### config.mk
export PLATFORM = sky130hd
export DESIGN_NAME = dispatch_decoder_flat
export DESIGN_NICKNAME = d
export VERILOG_FILES = /design/src/rtl/dispatch_pkg.sv /design/src/rtl/dispatch_decoder_if.sv /design/src/rtl/dispatch_decoder_credit_counter.sv /design/src/rtl/dispatch_decoder.sv /design/src/flat_wrapper.sv
export SDC_FILE = /design/constraint.sdc
export NUM_CORES = 1
export LEC_CHECK = 0
export ABC_AREA = 0
export BUFFER_PORTS_ARGS = -buffer_cell sky130_fd_sc_hd__buf_2
export CAP_MARGIN = 0
export CORE_MARGIN = 2
export CORE_UTILIZATION = 30
export CTS_CLUSTER_SIZE = 12
export DETAILED_ROUTE_END_ITERATION = 8
export PLACE_DENSITY = 0.56
export SYNTH_ARGS = -nofsm -noshare
export SYNTH_HDL_FRONTEND = slang
export SYNTH_SLANG_ARGS = --single-unit
### constraint.sdc
create_clock -name clk -period 3.6 [get_ports clk]
set_input_delay 0.18 -clock clk [delete_from_list [all_inputs] [get_ports clk]]
set_output_delay 0.18 -clock clk [all_outputs]
set_load 0.02 [all_outputs]
### src/rtl/dispatch_pkg.sv
// Shared types and the combinational decode for the dispatch decoder.
package dispatch_pkg;

    typedef enum logic [3:0] {
        OP_R     = 4'd1,
        OP_I     = 4'd2,
        OP_S     = 4'd3,
        OP_B     = 4'd4,
        OP_LUI   = 4'd5,
        OP_JAL   = 4'd6,
        OP_AUIPC = 4'd7,
        OP_JALR  = 4'd8,
        OP_LOAD  = 4'd9
    } opcode_e;

    typedef enum logic [1:0] {
        ST_ALU    = 2'd0,
        ST_BRANCH = 2'd1,
        ST_LSU    = 2'd2,
        ST_UPPER  = 2'd3
    } station_e;

    localparam logic [2:0] IMM_I    = 3'b000;
    localparam logic [2:0] IMM_S    = 3'b001;
    localparam logic [2:0] IMM_B    = 3'b010;
    localparam logic [2:0] IMM_U    = 3'b011;
    localparam logic [2:0] IMM_J    = 3'b100;
    localparam logic [2:0] IMM_NONE = 3'b111;

    localparam logic [1:0] ALU_INT    = 2'b00;
    localparam logic [1:0] ALU_BRANCH = 2'b01;
    localparam logic [1:0] ALU_ADDR   = 2'b10;
    localparam logic [1:0] ALU_NONE   = 2'b11;

    typedef struct packed {
        logic [2:0] imm_src;
        logic [1:0] alu_op;
        station_e   station;
        logic       mem_write;
        logic       is_load;
        logic       branch;
        logic       is_jal;
        logic       is_jalr;
        logic       is_lui;
        logic       is_auipc;
        logic       use_imm;
        logic       reg_write;
        logic       station_request;
        logic       rob_write;
    } bundle_t;

    function automatic logic is_legal(input logic [3:0] opcode);
        return (opcode >= 4'd1) && (opcode <= 4'd9);
    endfunction

    // Start from the common defaults and override per opcode; illegal opcodes yield all zeros.
    function automatic bundle_t decode(input logic [3:0] opcode, input logic [4:0] dest_reg);
        bundle_t b;
        b                 = '0;
        b.imm_src         = IMM_NONE;
        b.alu_op          = ALU_INT;
        b.station         = ST_ALU;
        b.use_imm         = 1'b1;
        b.reg_write       = (dest_reg != 5'd0);
        b.station_request = 1'b1;
        b.rob_write       = 1'b1;
        case (opcode)
            OP_R: begin
                b.imm_src = IMM_NONE;
                b.use_imm = 1'b0;
            end
            OP_I: b.imm_src = IMM_I;
            OP_S: begin
                b.station   = ST_LSU;
                b.imm_src   = IMM_S;
                b.alu_op    = ALU_ADDR;
                b.mem_write = 1'b1;
                b.reg_write = 1'b0;
            end
            OP_B: begin
                b.station   = ST_BRANCH;
                b.imm_src   = IMM_B;
                b.alu_op    = ALU_BRANCH;
                b.branch    = 1'b1;
                b.use_imm   = 1'b0;
                b.reg_write = 1'b0;
            end
            OP_LUI: begin
                b.station = ST_UPPER;
                b.imm_src = IMM_U;
                b.is_lui  = 1'b1;
            end
            // JAL resolves without a reservation station, so it carries no station credit.
            OP_JAL: begin
                b.station         = ST_BRANCH;
                b.imm_src         = IMM_J;
                b.alu_op          = ALU_NONE;
                b.is_jal          = 1'b1;
                b.station_request = 1'b0;
            end
            OP_AUIPC: begin
                b.station  = ST_UPPER;
                b.imm_src  = IMM_U;
                b.is_auipc = 1'b1;
            end
            OP_JALR: begin
                b.station = ST_BRANCH;
                b.imm_src = IMM_I;
                b.alu_op  = ALU_BRANCH;
                b.is_jalr = 1'b1;
            end
            OP_LOAD: begin
                b.station = ST_LSU;
                b.imm_src = IMM_I;
                b.alu_op  = ALU_ADDR;
                b.is_load = 1'b1;
            end
            default: b = '0;
        endcase
        return b;
    endfunction

endpackage

### src/rtl/dispatch_decoder_if.sv
// Upstream instruction handshake and downstream decoded-bundle handshake.
interface dispatch_decoder_if #(
    parameter int NUM_STATIONS = 4
);
    localparam int SW = $clog2(NUM_STATIONS);

    logic          in_valid;
    logic          in_ready;
    logic [3:0]    opcode;
    logic [4:0]    dest_reg;
    logic          out_valid;
    logic          out_ready;
    logic [2:0]    imm_src;
    logic [1:0]    alu_op;
    logic [SW-1:0] rs_station;
    logic          mem_write;
    logic          is_load;
    logic          branch;
    logic          is_jal;
    logic          is_jalr;
    logic          is_lui;
    logic          is_auipc;
    logic          use_imm;
    logic          reg_write;
    logic          station_request;
    logic          rob_write;

    modport master (
        output in_valid, opcode, dest_reg, out_ready,
        input  in_ready, out_valid, imm_src, alu_op, rs_station, mem_write, is_load,
               branch, is_jal, is_jalr, is_lui, is_auipc, use_imm, reg_write,
               station_request, rob_write
    );

    modport slave (
        input  in_valid, opcode, dest_reg, out_ready,
        output in_ready, out_valid, imm_src, alu_op, rs_station, mem_write, is_load,
               branch, is_jal, is_jalr, is_lui, is_auipc, use_imm, reg_write,
               station_request, rob_write
    );
endinterface

### src/rtl/dispatch_decoder_credit_counter.sv
// Free-entry counter for one downstream resource; starts full, restore refills it.
module credit_counter #(
    parameter int DEPTH = 8
) (
    input  logic                       clk,
    input  logic                       reset_n,
    input  logic                       consume,
    input  logic                       free,
    input  logic                       restore,
    output logic [$clog2(DEPTH+1)-1:0] count,
    output logic                       empty
);
    localparam int CW = $clog2(DEPTH + 1);
    localparam logic [CW-1:0] FULL = CW'(DEPTH);

    logic [CW-1:0] count_reg;

    // Consume and free in the same cycle cancel; a free while already full is dropped.
    always_ff @(posedge clk or negedge reset_n) begin
        if (!reset_n) begin
            count_reg <= FULL;
        end else if (restore) begin
            count_reg <= FULL;
        end else if (consume && !free) begin
            count_reg <= count_reg - CW'(1);
        end else if (!consume && free && (count_reg != FULL)) begin
            count_reg <= count_reg + CW'(1);
        end
    end

    assign count = count_reg;
    assign empty = (count_reg == '0);

    // A returned credit with nothing outstanding means upstream accounting is broken.
    assert property (@(posedge clk) disable iff (!reset_n)
        !(free && !restore && (count_reg == FULL)));

endmodule

### src/rtl/dispatch_decoder.sv
// Registered, credit-aware decode stage between predecode and rename/ROB allocation.
module dispatch_decoder
    import dispatch_pkg::*;
#(
    parameter int NUM_STATIONS  = 4,
    parameter int STATION_DEPTH = 8,
    parameter int ROB_DEPTH     = 16
) (
    input  logic                    clk,
    input  logic                    reset_n,
    dispatch_decoder_if.slave       bus,
    input  logic [NUM_STATIONS-1:0] station_free,
    input  logic                    rob_free,
    input  logic                    flush,
    output logic                    illegal,
    output logic [NUM_STATIONS-1:0] station_full,
    output logic                    rob_full
);
    localparam int SW  = $clog2(NUM_STATIONS);
    localparam int SCW = $clog2(STATION_DEPTH + 1);
    localparam int RCW = $clog2(ROB_DEPTH + 1);

    bundle_t        dec;
    logic           dec_legal;
    bundle_t        out_reg;
    logic           out_valid_reg;
    logic           illegal_reg;
    logic [SCW-1:0] station_count [NUM_STATIONS];
    logic [RCW-1:0] rob_count;
    logic           station_ok;
    logic           rob_ok;
    logic           ready;
    logic           accept;

    assign dec       = decode(bus.opcode, bus.dest_reg);
    assign dec_legal = is_legal(bus.opcode);

    // Ready depends only on the opcode, the output stage and the credits, never on in_valid.
    always_comb begin
        station_ok = 1'b1;
        rob_ok     = 1'b1;
        if (dec.station_request) begin
            station_ok = (station_count[dec.station] != '0);
        end
        if (dec_legal) begin
            rob_ok = (rob_count != '0);
        end
        ready = (!out_valid_reg || bus.out_ready) && !flush && station_ok && rob_ok;
    end

    assign accept       = bus.in_valid && ready;
    assign bus.in_ready = ready;

    // Output stage: load on a legal accept, drop on pop or flush, hold while stalled.
    always_ff @(posedge clk or negedge reset_n) begin
        if (!reset_n) begin
            out_reg       <= '0;
            out_valid_reg <= 1'b0;
            illegal_reg   <= 1'b0;
        end else begin
            illegal_reg <= accept && !dec_legal;
            if (flush) begin
                out_valid_reg <= 1'b0;
            end else if (accept && dec_legal) begin
                out_valid_reg <= 1'b1;
                out_reg       <= dec;
            end else if (bus.out_ready) begin
                out_valid_reg <= 1'b0;
            end
        end
    end

    generate
        for (genvar gi = 0; gi < NUM_STATIONS; gi++) begin : g_station
            credit_counter #(
                .DEPTH (STATION_DEPTH)
            ) u_credit (
                .clk     (clk),
                .reset_n (reset_n),
                .consume (accept && dec.station_request && (32'(dec.station) == gi)),
                .free    (station_free[gi]),
                .restore (flush),
                .count   (station_count[gi]),
                .empty   (station_full[gi])
            );
        end
    endgenerate

    credit_counter #(
        .DEPTH (ROB_DEPTH)
    ) u_rob_credit (
        .clk     (clk),
        .reset_n (reset_n),
        .consume (accept && dec_legal),
        .free    (rob_free),
        .restore (flush),
        .count   (rob_count),
        .empty   (rob_full)
    );

    assign illegal             = illegal_reg;
    assign bus.out_valid       = out_valid_reg;
    assign bus.imm_src         = out_reg.imm_src;
    assign bus.alu_op          = out_reg.alu_op;
    assign bus.rs_station      = SW'(out_reg.station);
    assign bus.mem_write       = out_reg.mem_write;
    assign bus.is_load         = out_reg.is_load;
    assign bus.branch          = out_reg.branch;
    assign bus.is_jal          = out_reg.is_jal;
    assign bus.is_jalr         = out_reg.is_jalr;
    assign bus.is_lui          = out_reg.is_lui;
    assign bus.is_auipc        = out_reg.is_auipc;
    assign bus.use_imm         = out_reg.use_imm;
    assign bus.reg_write       = out_reg.reg_write;
    assign bus.station_request = out_reg.station_request;
    assign bus.rob_write       = out_reg.rob_write;

endmodule

### src/flat_wrapper.sv
// flat-port wrapper written by rule: the top's interface ports become plain ports
module dispatch_decoder_flat import dispatch_pkg::*;
#(
    parameter int NUM_STATIONS  = 4,
    parameter int STATION_DEPTH = 8,
    parameter int ROB_DEPTH     = 16
)
  (clk, reset_n, station_free, rob_free, flush, illegal, station_full, rob_full, bus_in_valid, bus_opcode, bus_dest_reg, bus_out_ready, bus_in_ready, bus_out_valid, bus_imm_src, bus_alu_op, bus_rs_station, bus_mem_write, bus_is_load, bus_branch, bus_is_jal, bus_is_jalr, bus_is_lui, bus_is_auipc, bus_use_imm, bus_reg_write, bus_station_request, bus_rob_write);
  dispatch_decoder_if #(.NUM_STATIONS(NUM_STATIONS)) bus_i ();
  input  logic clk;
  input  logic reset_n;
  input  logic [NUM_STATIONS-1:0] station_free;
  input  logic rob_free;
  input  logic flush;
  output logic illegal;
  output logic [NUM_STATIONS-1:0] station_full;
  output logic rob_full;
  input wire logic [$bits(bus_i.in_valid)-1:0] bus_in_valid;
  input wire logic [$bits(bus_i.opcode)-1:0] bus_opcode;
  input wire logic [$bits(bus_i.dest_reg)-1:0] bus_dest_reg;
  input wire logic [$bits(bus_i.out_ready)-1:0] bus_out_ready;
  output wire logic [$bits(bus_i.in_ready)-1:0] bus_in_ready;
  output wire logic [$bits(bus_i.out_valid)-1:0] bus_out_valid;
  output wire logic [$bits(bus_i.imm_src)-1:0] bus_imm_src;
  output wire logic [$bits(bus_i.alu_op)-1:0] bus_alu_op;
  output wire logic [$bits(bus_i.rs_station)-1:0] bus_rs_station;
  output wire logic [$bits(bus_i.mem_write)-1:0] bus_mem_write;
  output wire logic [$bits(bus_i.is_load)-1:0] bus_is_load;
  output wire logic [$bits(bus_i.branch)-1:0] bus_branch;
  output wire logic [$bits(bus_i.is_jal)-1:0] bus_is_jal;
  output wire logic [$bits(bus_i.is_jalr)-1:0] bus_is_jalr;
  output wire logic [$bits(bus_i.is_lui)-1:0] bus_is_lui;
  output wire logic [$bits(bus_i.is_auipc)-1:0] bus_is_auipc;
  output wire logic [$bits(bus_i.use_imm)-1:0] bus_use_imm;
  output wire logic [$bits(bus_i.reg_write)-1:0] bus_reg_write;
  output wire logic [$bits(bus_i.station_request)-1:0] bus_station_request;
  output wire logic [$bits(bus_i.rob_write)-1:0] bus_rob_write;
  assign bus_i.in_valid = bus_in_valid;
  assign bus_i.opcode = bus_opcode;
  assign bus_i.dest_reg = bus_dest_reg;
  assign bus_i.out_ready = bus_out_ready;
  assign bus_in_ready = bus_i.in_ready;
  assign bus_out_valid = bus_i.out_valid;
  assign bus_imm_src = bus_i.imm_src;
  assign bus_alu_op = bus_i.alu_op;
  assign bus_rs_station = bus_i.rs_station;
  assign bus_mem_write = bus_i.mem_write;
  assign bus_is_load = bus_i.is_load;
  assign bus_branch = bus_i.branch;
  assign bus_is_jal = bus_i.is_jal;
  assign bus_is_jalr = bus_i.is_jalr;
  assign bus_is_lui = bus_i.is_lui;
  assign bus_is_auipc = bus_i.is_auipc;
  assign bus_use_imm = bus_i.use_imm;
  assign bus_reg_write = bus_i.reg_write;
  assign bus_station_request = bus_i.station_request;
  assign bus_rob_write = bus_i.rob_write;
  dispatch_decoder #(.NUM_STATIONS(NUM_STATIONS), .STATION_DEPTH(STATION_DEPTH), .ROB_DEPTH(ROB_DEPTH)) u_core (.clk(clk), .reset_n(reset_n), .bus(bus_i), .station_free(station_free), .rob_free(rob_free), .flush(flush), .illegal(illegal), .station_full(station_full), .rob_full(rob_full));
endmodule
==> Implementation_results.wiki <==
{| class="wikitable"
! Metric !! Value
|-
| Stages on the worst setup path || 10
|-
| Number of vias in the routed layout || 2406
|-
| Mapped Area || 2892 sq um
|-
| Sum of routed wire length over all layers || 6856 um
|-
| Hold violation total from the final report || 0
|-
| Commonest cells after routing, fill and taps aside || 44 x sky130_fd_sc_hd__buf_2, 36 x sky130_fd_sc_hd__dfrtp_1, 27 x sky130_fd_sc_hd__nand2_1
|-
| Termination of the worst setup path || u_core.g_station[3].u_credit.count[3]$_DFFE_PN1P_
|-
| TritonCTS clock tree || built
|-
| Share of synthesized registers carrying an async set or reset || 100.0%
|-
| Dpl hpwl || 5212 um
|-
| Critical path data required time || 3.81 ns
|-
| Die height || 102.2 um
|-
| Final critical delay including setup and external delays || 3.241 ns
|-
| Horizontal die dimension || 102.2 um
|-
| Worst-path maximum fanout || 8
|-
| Number of flip-flops under the largest register name || 16
|-
| Count of final setup violators || 0
|-
| Total of cells resized after clock tree synthesis || 0
|-
| Flops & latches, synth || 41
|-
| Hold-fix buffers at CTS || 0
|-
| N_diodes || 0
|-
| Root Buffer || sky130_fd_sc_hd__clkbuf_8
|-
| Worst path slowest cell || sky130_fd_sc_hd__nor4_1
|-
| Number of nets in the layout || 385
|-
| Sequence of cells on the critical path || nor4_1 > o32ai_1 > o311ai_2 > nor3_2 > buf_4 > ha_1 > a21o_1 > or4_1 > o311ai_1 > nand4b_1
|-
| Reg2reg setup slack || 0.36 ns
|-
| Via count of the first global-routing pass || 2358
|-
| Clk Latency, worst-skew pair || 0.29 ns
|-
| Wire length of the first global-routing pass || 11470 um
|-
| Number of iterations in the first detailed-routing pass || 4
|-
| Layout Area Growth over Synthesis || 14.54%
|-
| Clock Path Buffers || 2
|-
| Yosys warning count || 0
|-
| Worst reg2reg path depth || 10
|-
| DRC errors left || 0
|-
| Clock Pin Slew Worst Setup and Hold Paths || 0.08 ns
|-
| Max-Cap Viols || 0
|-
| Achievable clock frequency || 0.3086 GHz
|-
| Number of synthesized flops with an enable pin || 0
|-
| Pin count of the biggest net entering global routing || 42
|-
| Top cell family by delay on the critical path || simple AND/OR/NAND/NOR gates
|-
| Transition time at the pin with the least slew margin || 0.9456 ns
|-
| Area of combinational cells with multiple inputs || 1710 sq um
|-
| Synthesized area divided by synthesized cell count || 9.268 sq um
|-
| Most common cell after layout, fill and taps aside || sky130_fd_sc_hd__buf_2
|-
| Syn nets || 347
|-
| CTS H-Tree Depth || 2
|-
| Full die area || 10440 sq um
|-
| Mean number of vias per cell || 5.023
|-
| Syn Inst Count || 312
|-
| CP max stage delay || 0.56 ns
|-
| Floorplan Core Area || 9284 sq um
|-
| Total global-route track usage || 13.88%
|-
| Worst setup path category || flop to flop
|-
| Final Instance Count excl. Fillers || 479
|-
| Setup repair bufs after CTS || 0
|-
| Worst EP arrival || 3.46 ns
|-
| Status || complete, no violations
|-
| Unrepaired setup endpoints after global routing || no
|-
| Main synth FF type || sky130_fd_sc_hd__dfrtp_1
|-
| Routability congestion estimate from global placement || 0.8316
|-
| Number of design-rule violations left by the first detailed-router iteration || 85
|-
| Relative slew slack || 36.96%
|-
| IO Pins || 45
|-
| Site row count || 35
|-
| Number of buffers added by the clock tree synthesis step || 5
|-
| Worst Path Buf+Inv || 1
|-
| Count of final max-slew check failures || 0
|-
| Lkg Pwr || 0.001615 uW
|-
| End of the worst register-to-register path || u_core.g_station[3].u_credit.count[3]$_DFFE_PN1P_
|-
| Element type at the critical path start || flop
|-
| Setup TNS || 0 ns
|-
| Average wire length per cell after detail routing || 14.31 um
|-
| Setup skew after layout || 0.006941 ns
|-
| Effective utilization at floorplan || 31.15%
|-
| Power density cells || 345.3 nW/um^2
|-
| Fraction of layout instances using a drive strength above 1 || 23.43%
|-
| Buffers on Ports || 44
|-
| Initial antenna violation count || 0
|-
| Type of the most critical hold path || input pin to async pin
|-
| Critical Path Start || u_core.g_station[3].u_credit.count[0]$_DFFE_PN0P_
|-
| Final worst-path cycle share || 90.01%
|-
| Crit end category || flop
|-
| Post-synthesis sequential area ratio || 35.70%
|-
| Antenna Violating Nets Remaining || 0
|-
| Grt total ovfl || 0
|-
| Largest voltage drop on the vdd net || 0.1461 mV
|-
| Cell count after placement || 472
|-
| Startpoint of the lowest-slack register-to-register path || u_core.g_station[3].u_credit.count[0]$_DFFE_PN0P_
|-
| Post-synth cell types || 65
|-
| FILL cells || 988
|-
| Area occupied by registers || 1032 sq um
|-
| TritonCTS sink count || 41
|}
==> synthesized netlist by cell type, drive strengths merged (8+ instances only) <==
cell type	n	share of area, %
dfrtp	36	31
nand2	29	3.9
o21ai	21	3.6
nor2	18	2.3
a21oi	17	2.9
nor3	14	2.6
nand2b	13	2.8
inv	12	1.6
clkbuf	11	1.4
ha	11	4.8
buf	9	2.2
a21o	8	2.1
==> cell type report <==
class / count / share of cell area (%)
Multi-Input combinational cell: 239 / 51.64
Sequential cell: 41 / 31.17
Timing Repair Buffer: 51 / 8.236
Tap cell: 129 / 4.873
Clock buffer: 6 / 2.493
Inverter: 12 / 1.360
Clock inverter: 1 / 0.2267
==> metal layers <==
| metal | track usage, % | share of wire, % | vias to the layer above |
|---|---|---|---|
| met4 | 3.897 | 0.99 | 0 |
| met1 | 18.37 | 47 | 1150 |
| met3 | 2.189 | 3.7 | 5 |
| met2 | 23.58 | 48 | 40 |
| met5 | 0 | 0 | - |
| li1 | - | - | 1211 |
==> report_power, final <==
group	switching, uW	leakage [uW]	internal (uW)
combinational	185	0.00104	107
sequential	31.6	0.000534	505
clock	163	0.0000433	152
==> worst min path at each step <==
stage / endpoint / from / slack (ns) / depth (start not counted)
after floorplan: u_core.bus.alu_op[0]$_DFFE_PN0P_ / reset_n / -0.12 / 0
after global placement: u_core.bus.rob_write$_DFFE_PN0P_ / reset_n / 0.40 / 1
after detailed placement: u_core.u_rob_credit.count[2]$_DFFE_PN0P_ / reset_n / 0.39 / 1
after CTS: u_core.u_rob_credit.count[2]$_DFFE_PN0P_ / reset_n / 0.07 / 1
after global routing: u_core.bus.rob_write$_DFFE_PN0P_ / reset_n / 0.10 / 1
final: u_core.bus.rob_write$_DFFE_PN0P_ / reset_n / 0.03 / 1
==> stage by stage <==
step	utilization, %	total power (uW)	setup WS, ns	hold WS (ns)	cell area, sq um
2_1_floorplan	-	740.2	0.6053	-0.1156	2892
3_3_place_gp	34.70	836.0	0.4507	0.3997	3222
3_5_place_dp	34.70	841.7	0.2921	0.3926	3222
4_1_cts	35.67	1161	0.3859	0.07336	3312
5_1_grt	35.67	1218	0.07756	0.1020	3312
6_report	35.67	1143	0.3595	0.02844	3312
==> cell families (layout without fill, tap and decap cells) <==
logic type | Yosys count | count (layout) | share of synthesized area (%)
AND/OR/NAND/NOR | 124 | 124 | 24.45
AO/OA/AOI/OAI | 77 | 77 | 18.87
flip-flops | 41 | 41 | 35.70
buffers and inverters | 32 | 70 | 5.149
adder cells (fa/ha/maj) | 17 | 17 | 8.568
multiplexers | 12 | 12 | 4.543
XOR/XNOR | 9 | 9 | 2.726
Note: power is estimated with default switching activity, not from simulation.
